--- src/rtl/fp_mul_pipe.sv ---
// Three-stage pipelined floating-point multiplier with flush-to-zero and a valid/ready handshake.
// Define FPM_RNE_ROUND_EN for round-to-nearest-even; otherwise results are truncated.
module fp_mul_pipe #(
  parameter int unsigned EXP_W = 8,
  parameter int unsigned MAN_W = 23
) (
  input  logic                     clock,
  input  logic                     reset,
  input  logic                     in_valid,
  output logic                     in_ready,
  input  logic [EXP_W+MAN_W:0]     in_a,
  input  logic [EXP_W+MAN_W:0]     in_b,
  output logic                     out_valid,
  input  logic                     out_ready,
  output logic [EXP_W+MAN_W:0]     out_data,
  output logic [3:0]               out_flags
);

  localparam int unsigned W  = 1 + EXP_W + MAN_W;
  localparam int unsigned PW = 2 * MAN_W + 2;
  localparam int unsigned EW = EXP_W + 2;
  localparam logic signed [EW-1:0] BIAS = EW'(2 ** (EXP_W - 1) - 1);
  localparam logic signed [EW-1:0] EMAX = EW'(2 ** EXP_W - 1);

  logic adv;
  assign adv      = !out_valid || out_ready;
  assign in_ready = adv && !reset;

  // Stage 1: unpack, classify, significand product
  logic                 a_sign, b_sign;
  logic [EXP_W-1:0]     a_exp, b_exp;
  logic [MAN_W-1:0]     a_frac, b_frac;
  logic                 a_zero, b_zero, a_inf, b_inf, a_nan, b_nan;
  logic                 s1_nan_d, s1_inf_d, s1_zero_d;
  logic [PW-1:0]        s1_prod_d;
  logic signed [EW-1:0] s1_exp_d;

  always_comb begin
    a_sign    = in_a[W-1];
    b_sign    = in_b[W-1];
    a_exp     = in_a[W-2:MAN_W];
    b_exp     = in_b[W-2:MAN_W];
    a_frac    = in_a[MAN_W-1:0];
    b_frac    = in_b[MAN_W-1:0];
    a_zero    = (a_exp == '0);
    b_zero    = (b_exp == '0);
    a_inf     = (&a_exp) && !(|a_frac);
    b_inf     = (&b_exp) && !(|b_frac);
    a_nan     = (&a_exp) && (|a_frac);
    b_nan     = (&b_exp) && (|b_frac);
    s1_nan_d  = a_nan || b_nan || (a_inf && b_zero) || (b_inf && a_zero);
    s1_inf_d  = (a_inf || b_inf) && !s1_nan_d;
    s1_zero_d = (a_zero || b_zero) && !s1_nan_d && !s1_inf_d;
    s1_prod_d = PW'({1'b1, a_frac}) * PW'({1'b1, b_frac});
    s1_exp_d  = $signed({2'b00, a_exp}) + $signed({2'b00, b_exp}) - BIAS;
  end

  logic                 s1_valid, s1_sign, s1_nan, s1_inf, s1_zero;
  logic [PW-1:0]        s1_prod;
  logic signed [EW-1:0] s1_exp;

  always_ff @(posedge clock or posedge reset) begin
    if (reset) begin
      s1_valid <= 1'b0;
      s1_sign  <= 1'b0;
      s1_nan   <= 1'b0;
      s1_inf   <= 1'b0;
      s1_zero  <= 1'b0;
      s1_prod  <= '0;
      s1_exp   <= '0;
    end else if (adv) begin
      s1_valid <= in_valid;
      s1_sign  <= a_sign ^ b_sign;
      s1_nan   <= s1_nan_d;
      s1_inf   <= s1_inf_d;
      s1_zero  <= s1_zero_d;
      s1_prod  <= s1_prod_d;
      s1_exp   <= s1_exp_d;
    end
  end

  // Stage 2: normalise so the leading one sits just above the kept fraction
  logic                 msb;
  logic [MAN_W-1:0]     s2_frac_d;
  logic                 s2_guard_d, s2_sticky_d;
  logic signed [EW-1:0] exp_inc;
  logic signed [EW-1:0] s2_exp_d;

  always_comb begin
    msb         = s1_prod[PW-1];
    s2_frac_d   = msb ? s1_prod[PW-2:MAN_W+1] : s1_prod[PW-3:MAN_W];
    s2_guard_d  = msb ? s1_prod[MAN_W] : s1_prod[MAN_W-1];
    s2_sticky_d = msb ? (|s1_prod[MAN_W-1:0]) : (|s1_prod[MAN_W-2:0]);
    exp_inc     = {{(EW-1){1'b0}}, msb};
    s2_exp_d    = s1_exp + exp_inc;
  end

  logic                 s2_valid, s2_sign, s2_nan, s2_inf, s2_zero;
  logic [MAN_W-1:0]     s2_frac;
  logic                 s2_guard, s2_sticky;
  logic signed [EW-1:0] s2_exp;

  always_ff @(posedge clock or posedge reset) begin
    if (reset) begin
      s2_valid  <= 1'b0;
      s2_sign   <= 1'b0;
      s2_nan    <= 1'b0;
      s2_inf    <= 1'b0;
      s2_zero   <= 1'b0;
      s2_frac   <= '0;
      s2_guard  <= 1'b0;
      s2_sticky <= 1'b0;
      s2_exp    <= '0;
    end else if (adv) begin
      s2_valid  <= s1_valid;
      s2_sign   <= s1_sign;
      s2_nan    <= s1_nan;
      s2_inf    <= s1_inf;
      s2_zero   <= s1_zero;
      s2_frac   <= s2_frac_d;
      s2_guard  <= s2_guard_d;
      s2_sticky <= s2_sticky_d;
      s2_exp    <= s2_exp_d;
    end
  end

  // Stage 3: round, range-check, pack
  logic                 round_inc;
  logic [MAN_W:0]       rnd;
  logic signed [EW-1:0] carry_inc;
  logic signed [EW-1:0] exp_r;
  logic                 inexact;
  logic [W-1:0]         data_d;
  logic [3:0]           flags_d;

  always_comb begin
`ifdef FPM_RNE_ROUND_EN
    round_inc = s2_guard && (s2_sticky || s2_frac[0]);
`else
    round_inc = 1'b0;
`endif
    rnd       = {1'b0, s2_frac} + {{MAN_W{1'b0}}, round_inc};
    carry_inc = {{(EW-1){1'b0}}, rnd[MAN_W]};
    exp_r     = s2_exp + carry_inc;
    inexact   = s2_guard || s2_sticky;
    data_d    = {s2_sign, exp_r[EXP_W-1:0], rnd[MAN_W-1:0]};
    flags_d   = {3'b000, inexact};
    if (s2_nan) begin
      data_d  = {1'b0, {EXP_W{1'b1}}, 1'b1, {(MAN_W-1){1'b0}}};
      flags_d = 4'b1000;
    end else if (s2_inf) begin
      data_d  = {s2_sign, {EXP_W{1'b1}}, {MAN_W{1'b0}}};
      flags_d = 4'b0000;
    end else if (s2_zero) begin
      data_d  = {s2_sign, {(W-1){1'b0}}};
      flags_d = 4'b0000;
    end else if (exp_r >= EMAX) begin
      data_d  = {s2_sign, {EXP_W{1'b1}}, {MAN_W{1'b0}}};
      flags_d = 4'b0101;
    end else if (exp_r[EW-1] || (exp_r == '0)) begin
      data_d  = {s2_sign, {(W-1){1'b0}}};
      flags_d = 4'b0011;
    end
  end

  always_ff @(posedge clock or posedge reset) begin
    if (reset) begin
      out_valid <= 1'b0;
      out_data  <= '0;
      out_flags <= '0;
    end else if (adv) begin
      out_valid <= s2_valid;
      out_data  <= data_d;
      out_flags <= flags_d;
    end
  end

endmodule

--- config.mk ---
export PLATFORM = sky130hd
export DESIGN_NAME = fp_mul_pipe
export DESIGN_NICKNAME = d
export VERILOG_FILES = /design/src/rtl/fp_mul_pipe.sv
export SDC_FILE = /design/constraint.sdc
export NUM_CORES = 2
export LEC_CHECK = 0
export CORE_MARGIN = 10
export CORE_UTILIZATION = 62
export CTS_CLUSTER_DIAMETER = 40
export DETAILED_ROUTE_END_ITERATION = 12
export PLACE_DENSITY = 0.81
export SLEW_MARGIN = 20
export SYNTH_ARGS = -nofsm -noshare
export SYNTH_HDL_FRONTEND = slang
export SYNTH_SLANG_ARGS = --single-unit
--- constraint.sdc ---
create_clock -name clock -period 12.8 [get_ports clock]
set_input_delay 2.56 -clock clock [delete_from_list [all_inputs] [get_ports clock]]
set_output_delay 2.56 -clock clock [all_outputs]
set_load 0.01 [all_outputs]
==> impl.org <==
** Drt
- For this block, the initial DRC count from the detailed router was 1694.
- In the final routed layout, each cell accounts on average for 20.7 um.
- Sum of met3 wire segment lengths after detailed routing :: slightly below 7 mm
- Per-cell via count in the routed design :: 5.84
- The count of nets left with antenna violations once routing finished came out at 0.
- Uppermost metal layer occupied by signal nets :: met5
- Routed met2 length :: roughly 33 mm
- The routed design has 69.6 mm of wire.
- Metal-1 WL :: about 26 mm
- Drt drc :: 0
- The routed layout has 19.7k vias.
- The first detailed-routing pass took 6 iterations.

** Timing
- Headroom to the max-slew limit came out at a little under a fifth.
- For the pin with the worst max-slew slack, the measured transition is 1.21 ns.
- Dividing the final minimum period by the clock period gives 79.0%.
- Across the routed clock network, the largest skew measured is about 0.0065 ns.
- Final number of hold-violating endpoints :: 0
- Period minus WS final :: slightly above 10 ns
- For this run, the top clock speed supported by timing is 0.0989 GHz.
- Number of failing setup endpoints in the final timing report :: 0
- Max Slew Vio Count :: 0
- RSZ-0062 raised after global routing :: no
- Setup TNS Final :: 0 ns

** Worst setup path
- In this run the worst path has a maximum fanout of 17.
- CP bufs+invs :: 8
- In this run the critical register-to-register path is launched from out_valid.
- Required time of the critical path :: ~13 ns
- Worst EP arrival :: 10.47 ns
- Kind of capture point of the worst setup path :: register
- Grouping stages by cell kind, the critical path spends the most delay in adder cells.
- For this run, the slowest stage of the critical path takes slightly below 1 ns.
- Type of origin of the critical path :: primary input
- By instance count, the cell type seen most on the critical path is sky130_fd_sc_hd__fa_1.
- Kind of critical path :: primary input to register
- Worst reg2reg path depth :: 7
- Critical register-to-register path endpoint :: s1_prod[39]
- Register-to-register path setup slack :: roughly 10 ns
- The slowest stage of the critical path belongs to the cell sky130_fd_sc_hd__clkdlybuf4s50_1.

** Clock tree
- Clock tree from TritonCTS :: built
- The H-tree generated during clock tree synthesis spans 4 levels.
- Counting every sink on the clock net gives 140.
- Post-CTS clock slew at the launch and capture registers of the worst setup and hold paths :: around 0.060 ns
- Clock buffer count from CTS :: 17
- The number of setup buffers added after CTS is 0.
- Hold buffer count at cts :: 0
- Cts repair resizes :: 0
- Later-pin clock latency in the skew report :: 0.42 ns
- Buffer depth of the longest clock path :: 2
- The tree is rooted in a sky130_fd_sc_hd__clkbuf_16.

** Global routing
- The first global-routing pass estimated 114 mm of wire.
- After global routing the overflow that remains totals 0.
- Number of antenna violations at the first check in global routing :: 2
- Maximum number of pins on one net before global-route repair :: 97
- For this run, the total global-route usage over all layers was measured as slightly below 30%.
- Number of global-route vias before repair :: around 21k

** Synthesis
- Synth Cell Area :: 25100 um^2
- Share of the synthesized area in the top cell type :: ~39%
- Among all cell types in the netlist, the one instantiated most often is sky130_fd_sc_hd__inv_1.
- In this run, synthesis produced a sequential element count of 140.
- The synthesized netlist devotes between 7 and 8% of its cell area to compound gates.
- FFs w/ async S/R, synth :: 100%
- Share of cell area taken by muxes after synthesis :: ~1.0%
- Summing the areas of all fa, ha and maj instances in the mapped netlist gives around 48% of the synthesized area.
- Of the synthesized area, sequential elements account for 14.0%.
- Largest family of logic cells by synthesized area :: adder cells
- Summing the areas of all and, or, nand and nor instances in the mapped netlist gives roughly 17% of the synthesized area.
- Yosys printed 0 warnings.
- Number of enable-type register cells in the synthesized netlist :: 0
- Averaged over all synthesized cells, the footprint is ~9.0 um^2.
- The number of different library cells used by synthesis comes to 66.
- Among all flip-flop cells after synthesis, the most frequent one is sky130_fd_sc_hd__dfrtp_1.
- Post-Syn Nets :: about 3.5k
- The biggest area contributor in the post-synthesis netlist is sky130_fd_sc_hd__fa_1.
- Synthesis produced a netlist whose cell count is approximately 2.8k.
- Counting instances in the post-synthesis netlist gives the leading cell types as sky130_fd_sc_hd__inv_1, sky130_fd_sc_hd__fa_1, sky130_fd_sc_hd__nand2_1, sky130_fd_sc_hd__and2_1, sky130_fd_sc_hd__ha_1.
- Summing the areas of all xor and xnor instances in the mapped netlist gives around 1.6% of the synthesized area.
- By area the synthesized netlist is led by sky130_fd_sc_hd__fa_1, sky130_fd_sc_hd__dfrtp_1, sky130_fd_sc_hd__ha_1, sky130_fd_sc_hd__inv_1, sky130_fd_sc_hd__and2_1.

** Placed design
- Global placement routability congestion :: 0.978
- Detailed placer's ending HPWL :: approximately 52 mm
- IO Port Bufs :: between 100 and 150
- Number of instances in the placed design :: ~3.3k

** Flow run
- Maximum Capacitance Violations :: 0

** Layout
- Layout overhead on the synthesized area :: 8.40%
- Layout Cells excl Fill :: approximately 3.4k
- Of the cells placed in the final design, the portion with a size suffix greater than 1 is ~3.3%.
- Measured on the finished design, the core utilization comes to 68.2%.
- For this run, the post-layout net count is approximately 3.6k.
- The layout has roughly 3.1k filler cells.

** Min path
- Worst hold path startpoint :: s2_valid
- The worst hold path belongs to the class register to register.
- The worst hold path terminates at s2_valid.
- Count of cells along the worst hold path :: 2

** Run status
- The flow ran to the end, and the final reports show no timing, DRC or antenna violations.

** Floorplanning
- The floorplan step set the die width to roughly 220 um.
- From bottom edge to top edge, the die measures 221 um.
- For this design the top-level I/O count stands at around 110.
- Full die area :: ~49000 um^2
- The floorplan has between 70 and 80 rows.
- Effective utilization at floorplan :: 62.9%
- Area inside the core boundary :: around 40000 um^2
[worst max-delay path by stage]
stage               slack, ns     start  cells after the start     endpoint
global placement         2.62   in_b[8]                     25  s1_prod[45]
CTS                      2.81   in_b[8]                     25  s1_prod[45]
detailed placement       2.41   in_b[8]                     25  s1_prod[45]
finish                   2.69   in_b[8]                     25  s1_prod[45]
global route             2.46   in_b[8]                     25  s1_prod[45]
floorplan                4.10  in_b[12]                     25  s1_prod[44]
[worst reg2reg max path, delay by kind of cell (launching register included)]
family                 cells  cell delay, ns
AO/OA/AOI/OAI              1            0.12
buffers and inverters      2            1.29
flip-flops                 1            0.41
AND/OR/NAND/NOR            4            0.64
[routing by layer]
layer  GRT usage (%)  vias up
met5               0        -
met4            13.1        2
met3            6.78      218
met2            46.5      990
met1            36.6     9904
li1                -     8540
[state kept, by name (all words and copies together), names as in the netlist, 4 cells and up]
signal,cells
s2_frac,23
s1_prod,48
out_flags,4
s1_exp,10
s2_exp,10
out_data,32
[cells by family (layout without fill, tap and decap cells)]
family / count (synthesis) / count (layout)
AND/OR/NAND/NOR: 901 / 901
buffers and inverters: 731 / 769
adder cells (fa/ha/maj): 673 / 673
AO/OA/AOI/OAI: 284 / 284
flip-flops: 140 / 140
XOR/XNOR: 45 / 45
multiplexers: 26 / 26
other: 0 / 1
[area by class of cell]
cell class / instances / area, um^2 / share of cell area, %
Antenna cell: 1 / 2.50 / 0.00919
Clock buffer: 25 / 526 / 1.93
Clock inverter: 5 / 80.1 / 0.294
Inverter: 594 / 2230 / 8.21
Multi-Input combinational cell: 1929 / 18900 / 69.4
Sequential cell: 140 / 3500 / 12.9
Tap cell: 525 / 657 / 2.41
Timing Repair Buffer: 145 / 1330 / 4.89
[metrics by stage]
step	worst slack, ns	instance area, um^2	hold slack, ns
finish	2.69	27200	0.464
global route	2.46	27200	0.494
CTS	2.81	27200	0.464
detailed placement	2.41	26600	0.452
global placement	2.62	26600	0.440
floorplan	4.10	25100	0.430
[cells in the final DEF, fill, tap and decap left out, types with 6 or more instances in the layout]
master                            count
sky130_fd_sc_hd__a21o_1              26
sky130_fd_sc_hd__a21oi_1             83
sky130_fd_sc_hd__a22o_1              24
sky130_fd_sc_hd__a31oi_1              8
sky130_fd_sc_hd__and2_1             243
sky130_fd_sc_hd__and3_1              11
sky130_fd_sc_hd__buf_4               40
sky130_fd_sc_hd__clkbuf_16           17
sky130_fd_sc_hd__clkbuf_8             7
sky130_fd_sc_hd__clkdlybuf4s50_1    101
sky130_fd_sc_hd__dfrtp_1            140
sky130_fd_sc_hd__fa_1               483
sky130_fd_sc_hd__ha_1               190
sky130_fd_sc_hd__inv_1              590
sky130_fd_sc_hd__mux2i_1             25
sky130_fd_sc_hd__nand2_1            402
sky130_fd_sc_hd__nand3_1             23
sky130_fd_sc_hd__nand4_1             17
sky130_fd_sc_hd__nor2_1             124
sky130_fd_sc_hd__nor3_1              20
sky130_fd_sc_hd__nor3b_1              7
sky130_fd_sc_hd__nor4_1              22
sky130_fd_sc_hd__o21a_1               8
sky130_fd_sc_hd__o21ai_0             78
sky130_fd_sc_hd__o21bai_1             9
sky130_fd_sc_hd__o31ai_1              6
sky130_fd_sc_hd__xnor2_1             23
sky130_fd_sc_hd__xor2_1              22
Power is not shown: default switching activity piles up to over one toggle a cycle in this logic, so the estimate is an artifact.
==> variant 1: new RTL, config.mk and constraints unchanged <==
Set the parameter `EXP_W` to 9 (it was 8).
--- a/src/rtl/fp_mul_pipe.sv
+++ b/src/rtl/fp_mul_pipe.sv
@@ -2,5 +2,5 @@
 // Define FPM_RNE_ROUND_EN for round-to-nearest-even; otherwise results are truncated.
 module fp_mul_pipe #(
-  parameter int unsigned EXP_W = 8,
+  parameter int unsigned EXP_W = 9,
   parameter int unsigned MAN_W = 23
 ) (
Interface: changed (resized in_a, in_b and out_data); port bits go from 106 to 109. The function was not compared with the original's and may differ.
==> variant 1 against the unedited design <==
Core utilization fell by 0.78 points. Sequential cell count rose by 3. Setup slack improved by 0.032 ns. Final cell count rose by 0.59%. Count of clock-buffer cells in the layout fell by 8. Routed wire length rose by 0.11%. Critical path depth fell by 2. First-iteration DRC count rose by 14%. Die area rose by 0.98%. Cell area rose by 0.66%. Hold slack got worse by 0.0040 ns. Area after synthesis rose by 1.1%. Critical path type unchanged.
Power is not shown: default switching activity piles up to over one toggle a cycle in this logic, so the estimate is an artifact.
==> variant 1: results (changes against the unedited design) <==
| Metric | Value |
|---|---|
| Initial DRC Count | 1,938 (+14%) |
| First drt pass iteration count | 6 (unchanged) |
| Count of warnings emitted by yosys | 0 (unchanged) |
| Clock latency on the worst-skew pair | 0.42 ns (about the same) |
| Largest fanout of any net on the critical path | 18 (+1) |
| Global-route total usage across every layer | 28.6% (-0.29 points) |
| CTS root buf | clkbuf_16 |
| Total of fill cells in the finished design | 3,237 (+3.8%) |
| Placement Cell Area | 26,900 sq um (+0.93%) |
| Type of the worst min-delay path | reg -> reg |
| Endpoint of the worst register-to-register path | out_data[30]$_DFFE_PP0N_ |
| Most used standard cell by instance count after synthesis | inv_1 |
| Routed wire per std cell | 20.6 microns (-0.48%) |
| Worst rel slew slack | 23.6% (+4.5 points) |
| Leading post-synthesis cells by instance count | 592 x inv_1, 483 x fa_1, 417 x nand2_1, 248 x and2_1, 192 x ha_1 |
| Worst reg2reg startpoint | out_valid$_DFFE_PP0N_ |
| Dominant register cell in the synthesized netlist | dfrtp_1 |
| Worst-case clock skew | 0.0141 ns (+0.00761 ns) |
| Worst hold slack after final layout | 0.460 ns (-0.00403 ns) |
| Pin count of the biggest net entering global routing | 117 (+21%) |
| Filler-free cell count of the finished design | 3,384 (+0.59%) |
| Number of cells upsized or downsized after cts | 0 (unchanged) |
| Clock-pin slew on the worst setup and hold paths | 0.07 ns |
| Count of unique library cells instantiated by Yosys | 69 (+4.5%) |
| Detailed-route vias per instance | 5.81 (-0.51%) |
| Worst hold path depth | 2 (unchanged) |
| Asr flop ratio synth | 100% (unchanged) |
| Global-route wire length before repair | 113,000 microns (-0.47%) |
| Terminating pin of the worst hold path | s2_valid$_DFFE_PP0N_ |
| Initial antenna violation count | 0 (-2) |
| Status | completed |
| Share of synthesized area occupied by flip-flops and latches | 14.1% (+0.15 points) |
| CTS H-tree depth | 4 (unchanged) |
| Synthesized netlist cell count | 2,816 (+0.57%) |
| CP endpoint | s1_prod[46]$_DFFE_PP0N_ |
| Reg2reg setup slack | 10.31 ns (+0.05 ns) |
| Length in cells of the worst reg-to-reg path | 5 (-2) |
| Min-delay src | s2_valid$_DFFE_PP0N_ |
| Port bufs | 108 (+2.9%) |
| Global placer's final weighted congestion | 0.976 (-0.28%) |
| Largest registers | s1_prod (48), out_data (33), s2_frac (23) |
| Biggest area contributors in the synthesized netlist | fa_1 38%, dfrtp_1 14%, ha_1 9.5%, inv_1 8.8%, nand2_1 6.2% |
| Share of post-route cells with drive strength above 1 | 3.54% (+0.27 points) |
| Sum of net half-perimeters after detailed placement | 53,700 microns (+2.9%) |
| Postcts setup bufs | 0 (unchanged) |
| CP startpoint | in_b[0] |
| Data arrival time at the worst-slack endpoint | 10.32 ns (-0.15 ns) |
| Number of buffers created by CTS | 17 (unchanged) |
| Nets | 3,584 (+0.45%) |
| Worst-case clock buffer depth | 2 (unchanged) |
| Via count of the first global-routing pass | 21,100 (-1.7%) |
-- variant 1: layout make-up --
class	count	area (sq um)	share of cell area [%]
sequential	143	3580	13.1
inverter	595	2240	8.17
antenna	1	2.50	0.00913
clock buffer	17	425	1.55
tap	532	666	2.43
multi-input combinational	1940	19100	69.6
timing repair buffer	142	1290	4.69
clock inverter	14	139	0.507
-- variant 1: worst max-delay path: stages --
cell and delay [ns]:
clkdlybuf4s50_1 1.03, clkinv_1 0.55, fa_1 0.68, inv_1 0.06
fa_1 0.53, inv_1 0.05, fa_1 0.50, fa_1 0.52
inv_1 0.06, fa_1 0.49, fa_1 0.50, inv_1 0.05
fa_1 0.47, inv_1 0.05, ha_1 0.43, a21oi_1 0.17
o21ai_1 0.24, a211oi_1 0.12, a2111oi_0 0.54, a31oi_1 0.20
a21oi_2 0.25, nand4b_4 0.16, a41oi_2 0.11
-- variant 1: kinds of logic after synthesis --
| group | count (synthesis) | share of synthesized area, % |
|---|---|---|
| flops | 143 | 14.1 |
| xor+xnor | 48 | 1.66 |
| fa+ha+maj | 675 | 47.6 |
| mux | 27 | 1.06 |
| simple gates | 888 | 16.7 |
| compound gates | 302 | 8.04 |
| buf+inv | 733 | 10.9 |
-- variant 1: through the flow --
stage | setup WS [ns] | util [%]
floorplan | 4.25 | -
global placement | 2.50 | 66.1
detailed placement | 2.38 | 66.1
CTS | 2.83 | 67.5
global route | 2.35 | 67.4
finish | 2.72 | 67.4
-- variant 1: metal layers --
metal	part of all wire, %	up-vias	wire length (microns)	track usage (%)
met1	40	9884	28200	37.9
li1	-	8591	-	-
met3	9.8	174	6810	6.56
met4	3.7	0	2550	9.72
met5	0	-	0	0
met2	46	1022	32100	45.7
==> variant 2: new RTL, same settings <==
Made on the original files. Reset style: synchronous (`reset`), changed in 3 clocked blocks.
--- a/src/rtl/fp_mul_pipe.sv
+++ b/src/rtl/fp_mul_pipe.sv
@@ -60,5 +60,5 @@
   logic signed [EW-1:0] s1_exp;
 
-  always_ff @(posedge clock or posedge reset) begin
+  always_ff @(posedge clock) begin
     if (reset) begin
       s1_valid <= 1'b0;
@@ -101,5 +101,5 @@
   logic signed [EW-1:0] s2_exp;
 
-  always_ff @(posedge clock or posedge reset) begin
+  always_ff @(posedge clock) begin
     if (reset) begin
       s2_valid  <= 1'b0;
@@ -164,5 +164,5 @@
   end
 
-  always_ff @(posedge clock or posedge reset) begin
+  always_ff @(posedge clock) begin
     if (reset) begin
       out_valid <= 1'b0;
Function: differs if reset is asserted again (counterexample within 4 cycles, from zero or initial values and one cycle with reset high); with reset held inactive, the same outputs for 4 cycles.
==> variant 2 against the unedited design <==
Hold slack worse by 0.013 ns. Area after synthesis down 3.0%. Cell area down 3.0%. Setup slack worse by 0.33 ns. Critical path type unchanged. Routed wire length down 3.5%. Sequential cell count unchanged. Largest cell class unchanged.
Power is not shown: default switching activity piles up to over one toggle a cycle in this logic, so the estimate is an artifact.
==> variant 2: results (changes against the unedited design) <==
| Metric | Value |
|---|---|
| Worst Max-Slew Pin Slew | 1.26 ns (+0.0474 ns) |
| Filler-free cell count of the finished design | 3,340 (-0.71%) |
| Pin count of the biggest net entering global routing | 84 (-13%) |
| Detailed-route vias per instance | 5.77 (-1.2%) |
| Global-route total usage across every layer | 28.6% (-0.37 points) |
| Data arrival time at the worst-slack endpoint | 10.74 ns (+0.27 ns) |
| Initial DRC Count | 1,779 (+5.0%) |
| Max layer used | met4 |
| Worst-case clock skew | 0.00936 ns (+0.00288 ns) |
| Critical Path Max Stage Delay | 1.28 ns (+0.29 ns) |
| Min-delay src | s1_prod[13]$_SDFFE_PP0N_ |
| Global-route wire length before repair | 108,000 microns (-4.8%) |
| Largest fanout of any net on the critical path | 21 (+4) |
| Post-synthesis average cell area | 8.73 sq um (-2.7%) |
| Worst reg2reg startpoint | out_valid$_SDFFE_PP0N_ |
| Setup WS pre-CTS | 2.15 ns (-0.263 ns) |
| Endpoint of the worst register-to-register path | s2_frac[15]$_SDFFE_PP0N_ |
| Worst hold slack after final layout | 0.451 ns (-0.0132 ns) |
| Critical-path top delay cell | clkdlybuf4s50_1 |
| Mapped Nets | 3,532 (-0.25%) |
| Leading post-synthesis cells by instance count | 587 x inv_1, 483 x fa_1, 384 x nand2_1, 241 x and2_1, 190 x ha_1 |
| CP startpoint | in_a[8] |
| Biggest area contributors in the synthesized netlist | fa_1 40%, dfxtp_1 12%, ha_1 9.8%, inv_1 9.0%, and2_1 6.2% |
| CP endpoint | s1_prod[36]$_SDFFE_PP0N_ |
| Sum of net half-perimeters after detailed placement | 52,100 microns (-0.22%) |
| Asr flop ratio synth | 0% (-100 points) |
| Count of unique library cells instantiated by Yosys | 54 (-18%) |
| Global placer's final weighted congestion | 0.987 (+0.89%) |
| Share of synthesized area occupied by flip-flops and latches | 11.5% (-2.4 points) |
| Metal-1 WL | 25,500 microns (-1.4%) |
| Status | completed |
| Share of post-route cells with drive strength above 1 | 3.01% (-0.26 points) |
| Terminating pin of the worst hold path | s1_prod[13]$_SDFFE_PP0N_ |
| Placement Cell Area | 25,800 sq um (-3.0%) |
| Wire length on met3 | 6730 microns (-2.8%) |
| Routed wire per std cell | 20.1 microns (-2.8%) |
| Reg2reg setup slack | 10.67 ns (+0.41 ns) |
==> variant 2: layer usage <==
layer / vias up / global-route usage (%)
met1: 9518 / 35.1
met2: 1009 / 47.3
met4: 0 / 12.9
met3: 228 / 6.57
met5: - / 0
li1: 8527 / -
==> variant 2: final cells by class <==
| cell class | instances | area [sq um] | area share, % |
|---|---|---|---|
| clock buffer | 22 | 484 | 1.83 |
| clock inverter | 9 | 109 | 0.412 |
| sequential | 140 | 2800 | 10.6 |
| antenna | 1 | 2.50 | 0.00948 |
| inverter | 590 | 2210 | 8.39 |
| tap | 518 | 648 | 2.45 |
| timing repair buffer | 143 | 1320 | 5.01 |
| multi-input combinational | 1917 | 18800 | 71.3 |
==> variant 2: logic make-up after synthesis <==
logic type	Yosys count	synth area share, %
xor+xnor	56	2.01
flops	140	11.5
compound gates	301	7.93
fa+ha+maj	673	49.5
buf+inv	734	11.3
mux	24	0.986
simple gates	863	16.8
